**src/rtl/dac_spi_ctrl.sv**
```systemverilog
// dac_spi_ctrl -- serial DAC controller fed by the DAC instruction queue.
//
// Pops one {channel, data} instruction at a time (one-cycle rd_ack_out
// pulse) and shifts it out as a 32-bit SPI write frame, MSB first. The DAC
// samples dac_din_out on the falling edge of dac_sclk_out. After reset an
// optional internal-reference-enable frame goes out before any queue data.
//
// Ports:
//   clk_in         system clock
//   reset_in       asynchronous, active-high reset
//   data_in        instruction data from queue (W_DATA bits, left-justified)
//   chan_in        instruction channel from queue (W_CHS bits)
//   data_valid_in  queue output valid
//   rd_ack_out     one-cycle pop pulse to queue
//   dac_nsync_out  SPI frame select, active-low
//   dac_sclk_out   SPI clock, idles high
//   dac_din_out    SPI data, MSB first
//   busy_out       high while a frame or the inter-frame gap is in progress
module dac_spi_ctrl #(
  parameter int         W_DATA    = 16,
  parameter int         W_CHS     = 3,
  parameter int         CLK_HALF  = 2,
  parameter int         T_SYNC_HI = 4,
  parameter logic [3:0] CMD_WR    = 4'b0011,
  parameter bit         INIT_REF  = 1'b1
) (
  input  logic              clk_in,
  input  logic              reset_in,
  input  logic [W_DATA-1:0] data_in,
  input  logic [W_CHS-1:0]  chan_in,
  input  logic              data_valid_in,
  output logic              rd_ack_out,
  output logic              dac_nsync_out,
  output logic              dac_sclk_out,
  output logic              dac_din_out,
  output logic              busy_out
);

  typedef enum logic [1:0] {ST_INIT, ST_IDLE, ST_SHIFT, ST_SYNC_HI} state_t;

  localparam logic [31:0] INIT_FRAME = 32'h0800_0001;
  localparam logic [15:0] DIV_MAX    = 16'(CLK_HALF - 1);
  localparam logic [15:0] GAP_MAX    = 16'(T_SYNC_HI - 1);
  localparam state_t      RST_STATE  = INIT_REF ? ST_INIT : ST_IDLE;

  state_t      r_state;
  logic [31:0] r_shift;
  logic [4:0]  r_bit;
  logic [15:0] r_div;
  logic [15:0] r_gap;
  logic        r_rd_ack, r_nsync, r_sclk, r_din, r_busy;

  logic [15:0] w_data16;
  logic [3:0]  w_chan4;
  logic [31:0] w_frame;
  logic [31:0] w_load;

  // Data is left-justified into the 16-bit field; narrower DACs get zero fill
  assign w_data16 = 16'(data_in) << (16 - W_DATA);
  assign w_chan4  = 4'(chan_in);
  assign w_frame  = {4'h0, CMD_WR, w_chan4, w_data16, 4'h0};
  assign w_load   = (r_state == ST_INIT) ? INIT_FRAME : w_frame;

  always_ff @(posedge clk_in or posedge reset_in) begin
    if (reset_in) begin
      r_state  <= RST_STATE;
      r_shift  <= '0;
      r_bit    <= '0;
      r_div    <= '0;
      r_gap    <= '0;
      r_rd_ack <= 1'b0;
      r_nsync  <= 1'b1;
      r_sclk   <= 1'b1;
      r_din    <= 1'b0;
      r_busy   <= 1'b0;
    end else begin
      r_rd_ack <= 1'b0;
      case (r_state)
        ST_INIT, ST_IDLE: begin
          // INIT loads unconditionally; IDLE only on a valid queue word
          if (r_state == ST_INIT || data_valid_in) begin
            r_shift  <= w_load;
            r_din    <= w_load[31];
            r_nsync  <= 1'b0;
            r_sclk   <= 1'b1;
            r_div    <= '0;
            r_bit    <= '0;
            r_busy   <= 1'b1;
            r_rd_ack <= (r_state == ST_IDLE);
            r_state  <= ST_SHIFT;
          end
        end
        ST_SHIFT: begin
          if (r_div != DIV_MAX) begin
            r_div <= r_div + 16'd1;
          end else begin
            r_div <= '0;
            if (r_sclk) begin
              r_sclk <= 1'b0;                 // falling edge: DAC samples din
            end else if (r_bit == 5'd31) begin
              // end of last low phase: close the frame
              r_sclk  <= 1'b1;
              r_nsync <= 1'b1;
              r_din   <= 1'b0;
              r_gap   <= '0;
              r_state <= ST_SYNC_HI;
            end else begin
              // rising edge: present the next bit
              r_sclk  <= 1'b1;
              r_bit   <= r_bit + 5'd1;
              r_din   <= r_shift[30];
              r_shift <= {r_shift[30:0], 1'b0};
            end
          end
        end
        ST_SYNC_HI: begin
          if (r_gap == GAP_MAX) begin
            r_busy  <= 1'b0;
            r_state <= ST_IDLE;
          end else begin
            r_gap <= r_gap + 16'd1;
          end
        end
        default: begin
          r_busy  <= 1'b0;
          r_state <= ST_IDLE;
        end
      endcase
    end
  end

  assign rd_ack_out    = r_rd_ack;
  assign dac_nsync_out = r_nsync;
  assign dac_sclk_out  = r_sclk;
  assign dac_din_out   = r_din;
  assign busy_out      = r_busy;

endmodule
```
**config.mk**
```make
export PLATFORM = sky130hd
export DESIGN_NAME = dac_spi_ctrl
export DESIGN_NICKNAME = d
export VERILOG_FILES = /design/src/rtl/dac_spi_ctrl.sv
export SDC_FILE = /design/constraint.sdc
export NUM_CORES = 1
export LEC_CHECK = 0
export CAP_MARGIN = 20
export CELL_PAD_IN_SITES_DETAIL_PLACEMENT = 2
export CELL_PAD_IN_SITES_GLOBAL_PLACEMENT = 2
export CORE_ASPECT_RATIO = 1.5
export CORE_MARGIN = 2
export CORE_UTILIZATION = 35
export DETAILED_ROUTE_END_ITERATION = 6
export PLACE_DENSITY = 0.83
export SETUP_SLACK_MARGIN = 0.05
export SYNTH_ARGS = -nofsm -noshare
export SYNTH_HDL_FRONTEND = slang
export SYNTH_SLANG_ARGS = --single-unit
```
**constraint.sdc**
```tcl
create_clock -name clk_in -period 2.79 [get_ports clk_in]
set_clock_uncertainty 0.05 [all_clocks]
set_input_delay 0.837 -clock clk_in [delete_from_list [all_inputs] [get_ports clk_in]]
set_output_delay 0.837 -clock clk_in [all_outputs]
set_load 0.005 [all_outputs]
```
==> results by group <==
Clock tree
  • CTS tree: built
  • CTS buffer count: 9
  • CTS Sinks: 75
  • Setup Buffers After CTS: 0
  • Worst skew pair latency: 0.34 ns
  • Hold-fix buffers at CTS: 0
  • Clock buffer depth: 2
  • CTS clk-pin slew, worst paths: 0.07 ns
  • CTS Root Cell: clkbuf_16
  • H-tree lvl count: 3
  • CTS resizes: 0

Placed design
  • Post-DP HPWL: about 8000 µm
  • Area post-placement: between 4000 and 5000 µm²
  • GP Congestion: slightly below 0.8
  • # placed instances: between 500 and 600
  • Port bufs: 26
  • DP Worst Slack: ~0.26 ns

Setup path
  • CP Data Required Time: 2.96 ns
  • CP Max Fanout: 35
  • Critical Path Sink Type: register
  • Critical path type: register to register
  • Startpoint type of the worst setup path: register
  • WP data arrival: 2.64 ns

GRT
  • GRT overflow: 0
  • Gr usage total: 0.214
  • Initial antenna violation count: 0
  • Pin count of the biggest net entering global routing: 36
  • Vias in the first global route: roughly 3.7k
  • Global-route wire length before repair: ~20000 µm

STA
  • TNS Setup: 0 ns
  • Final slew viol count: 0
  • Post-route minimum period: 2.46 ns
  • Final count of negative-setup-slack endpoints: 0
  • Ratio of final minimum period to clock period: 0.883
  • Hold WS: 0.467 ns
  • Fin worst setup slack: about 0.33 ns
  • Fmax: 406 MHz
  • Final Hold Violating Endpoints: 0
  • Slew @ Worst Pin: 0.649 ns
  • Relative slew slack: 0.566
  • RSZ-0062 raised after global routing: no

Detailed routing
  • # DRC: 0
  • Antenna-violating nets left: 0
  • Initial DRC Count: 154
  • Via count: ~3.2k
  • Via density: ~5.6
  • Final WL: between 10000 and 15000 µm
  • 1st-pass router iterations: 4
  • Per-cell routed wire length: 21.3 µm

Flow run
  • MaxCap Viol Count: 0

Yosys
  • Seq/Total Area, Yosys: 0.480
  • Post-Syn Area per Cell: between 10 and 15 µm²
  • Mapped Area: 3910 µm²
  • Post-synth EDFFs: 0
  • Gate Count Post-Synth: ~380
  • Syn nets: about 410
  • Share of the synthesized area in the top cell type: 0.467
  • Main area contributors after synthesis: dfrtp_1, mux2_4, a22o_1
  • Library cells used by synthesis: 49
  • Yosys warnings: 0
  • Main synth FF type: dfrtp_1
  • Asr flop ratio synth: 1.00
  • Synth Register Bits: 75
  • Largest area contributor in the netlist: dfrtp_1

Power
  • Worst vdd ir: 0.428 mV
  • Leakage: 2.20 nW
  • Power Density: roughly 940 nW/µm²

Run status
  • Status: finished, final reports clean

Floorplanning
  • Io pins: 27
  • Core Rows: 47
  • Die height: 134 µm
  • Die W: 90.3 µm
  • Core Area: between 10000 and 15000 µm²
  • Die area: 12100 µm²
  • Initial core utilization: 0.356

Hold path
  • HP Class: register to register

Final layout
  • FF/Latch Area: 1880 µm²
  • Layout area overhead: 19.5%
  • Nets: 438
  • Final cell area excluding filler cells: 4680 µm²
  • Layout cell share with drive strength beyond 1: 0.144
  • Antenna diode count: 0
  • Area occupied by multi-input gates: 1850 µm²
  • Fin cells: 563
  • # fillers: 1190
[worst max-delay path, stage by stage (launching register included)]
cell and delay (ns):
dfrtp_1 0.42, inv_1 0.09, ha_1 0.14, nor3b_1 0.39, and4_1 0.35, nand2_2 0.12
a21o_2 0.25, buf_12 0.19, a211o_1 0.34
[path summary, 6_finish.rpt]
check / start / endpoint / slack [ns] / cells past startpoint
hold reg to reg: r_div[15] / r_div[15] / 0.47 / 1
hold / removal: r_div[15] / r_div[15] / 0.47 / 1
setup / recovery: r_div[1] / r_bit[2] / 0.33 / 8
max in group asynchronous: reset_in / dac_nsync_out / 1.19 / 3
min in group asynchronous: reset_in / r_bit[4] / 0.88 / 2
setup reg to reg: r_div[1] / r_bit[2] / 0.33 / 8
[synth_stat cells, drive strengths merged, types with 3 or more instances]
cell    number
dfrtp       73
nand2       46
a22o        22
mux2        21
inv         19
nand3       19
o21ai       17
a21oi       16
mux2i       13
nor2        12
clkbuf      11
and3        10
buf         10
nor4        10
nor3         8
a31oi        7
nand4        7
and4         5
ha           5
o31ai        5
xor2         5
a211o        4
and2         4
nand2b       4
a21o         3
[area by class of cell]
class | instances | share of cell area
timing repair buffer | 39 | 0.0846
sequential | 75 | 0.402
tap | 147 | 0.0393
clock buffer | 9 | 0.0482
multi-input combinational | 266 | 0.397
clock inverter | 7 | 0.0126
inverter | 20 | 0.0169
[cell families (layout without fill, tap and decap cells)]
family	Yosys count	count (layout)	synth area share
AO/OA/AOI/OAI	88	88	0.157
XOR/XNOR	7	7	0.0157
adder cells (fa/ha/maj)	5	5	0.0160
buffers and inverters	41	75	0.0470
multiplexers	34	34	0.108
AND/OR/NAND/NOR	132	132	0.176
flip-flops	75	75	0.480
[per-stage QoR]
stage | utilization | total power, W
after global placement | 0.399 | 0.00309
after detailed placement | 0.399 | 0.00324
final | 0.425 | 0.00441
after CTS | 0.425 | 0.00447
after global routing | 0.425 | 0.00468
after floorplan | - | 0.00271
[layer usage]
| layer | vias up | track usage | routed length, µm |
|---|---|---|---|
| li1 | 1447 | - | - |
| met1 | 1675 | 0.237 | 4630 |
| met2 | 27 | 0.412 | 6990 |
| met3 | 12 | 0.0288 | 160 |
| met4 | 0 | 0.0803 | 202 |
| met5 | - | 0 | 0 |
[power by group]
| group | internal [W] | switching, W | total, W |
|---|---|---|---|
| clock | 0.000619 | 0.000530 | 0.00115 |
| combinational | 0.000782 | 0.000838 | 0.00162 |
| sequential | 0.00139 | 0.000259 | 0.00164 |
| total | 0.00279 | 0.00163 | 0.00441 |
[cells in the final DEF, fill, tap and decap left out, types with 3 or more instances in the layout]
| master | netlist | final |
|---|---|---|
| dfrtp_1 | 73 | 73 |
| nand2_1 | 45 | 45 |
| clkdlybuf4s50_1 | 0 | 26 |
| a22o_1 | 22 | 22 |
| nand3_1 | 19 | 19 |
| inv_1 | 19 | 18 |
| o21ai_0 | 17 | 17 |
| a21oi_1 | 16 | 16 |
| mux2_4 | 15 | 15 |
| mux2i_1 | 13 | 13 |
| nor2_1 | 12 | 11 |
| and3_1 | 10 | 10 |
| buf_4 | 0 | 10 |
| clkbuf_16 | 0 | 9 |
| nor3_1 | 8 | 8 |
| nor4_1 | 7 | 7 |
| a31oi_1 | 7 | 7 |
| nand4_1 | 7 | 7 |
| mux2_2 | 6 | 6 |
| and4_1 | 5 | 5 |
| o31ai_1 | 5 | 5 |
| xor2_1 | 5 | 5 |
| ha_1 | 5 | 5 |
| nand2b_1 | 4 | 4 |
| and2_1 | 4 | 4 |
| a211o_1 | 4 | 4 |
| nor4_2 | 3 | 3 |
| inv_6 | 0 | 3 |
| buf_12 | 0 | 3 |
[registers in the layout, indices dropped and copies added, names as in the netlist]
register	cells
r_bit	5
r_gap	16
r_shift	31
dac_sclk_out	1
r_div	16
busy_out	1
r_state	2
dac_nsync_out	1
rd_ack_out	1
dac_din_out	1
Note: power is estimated with default switching activity, not from simulation.
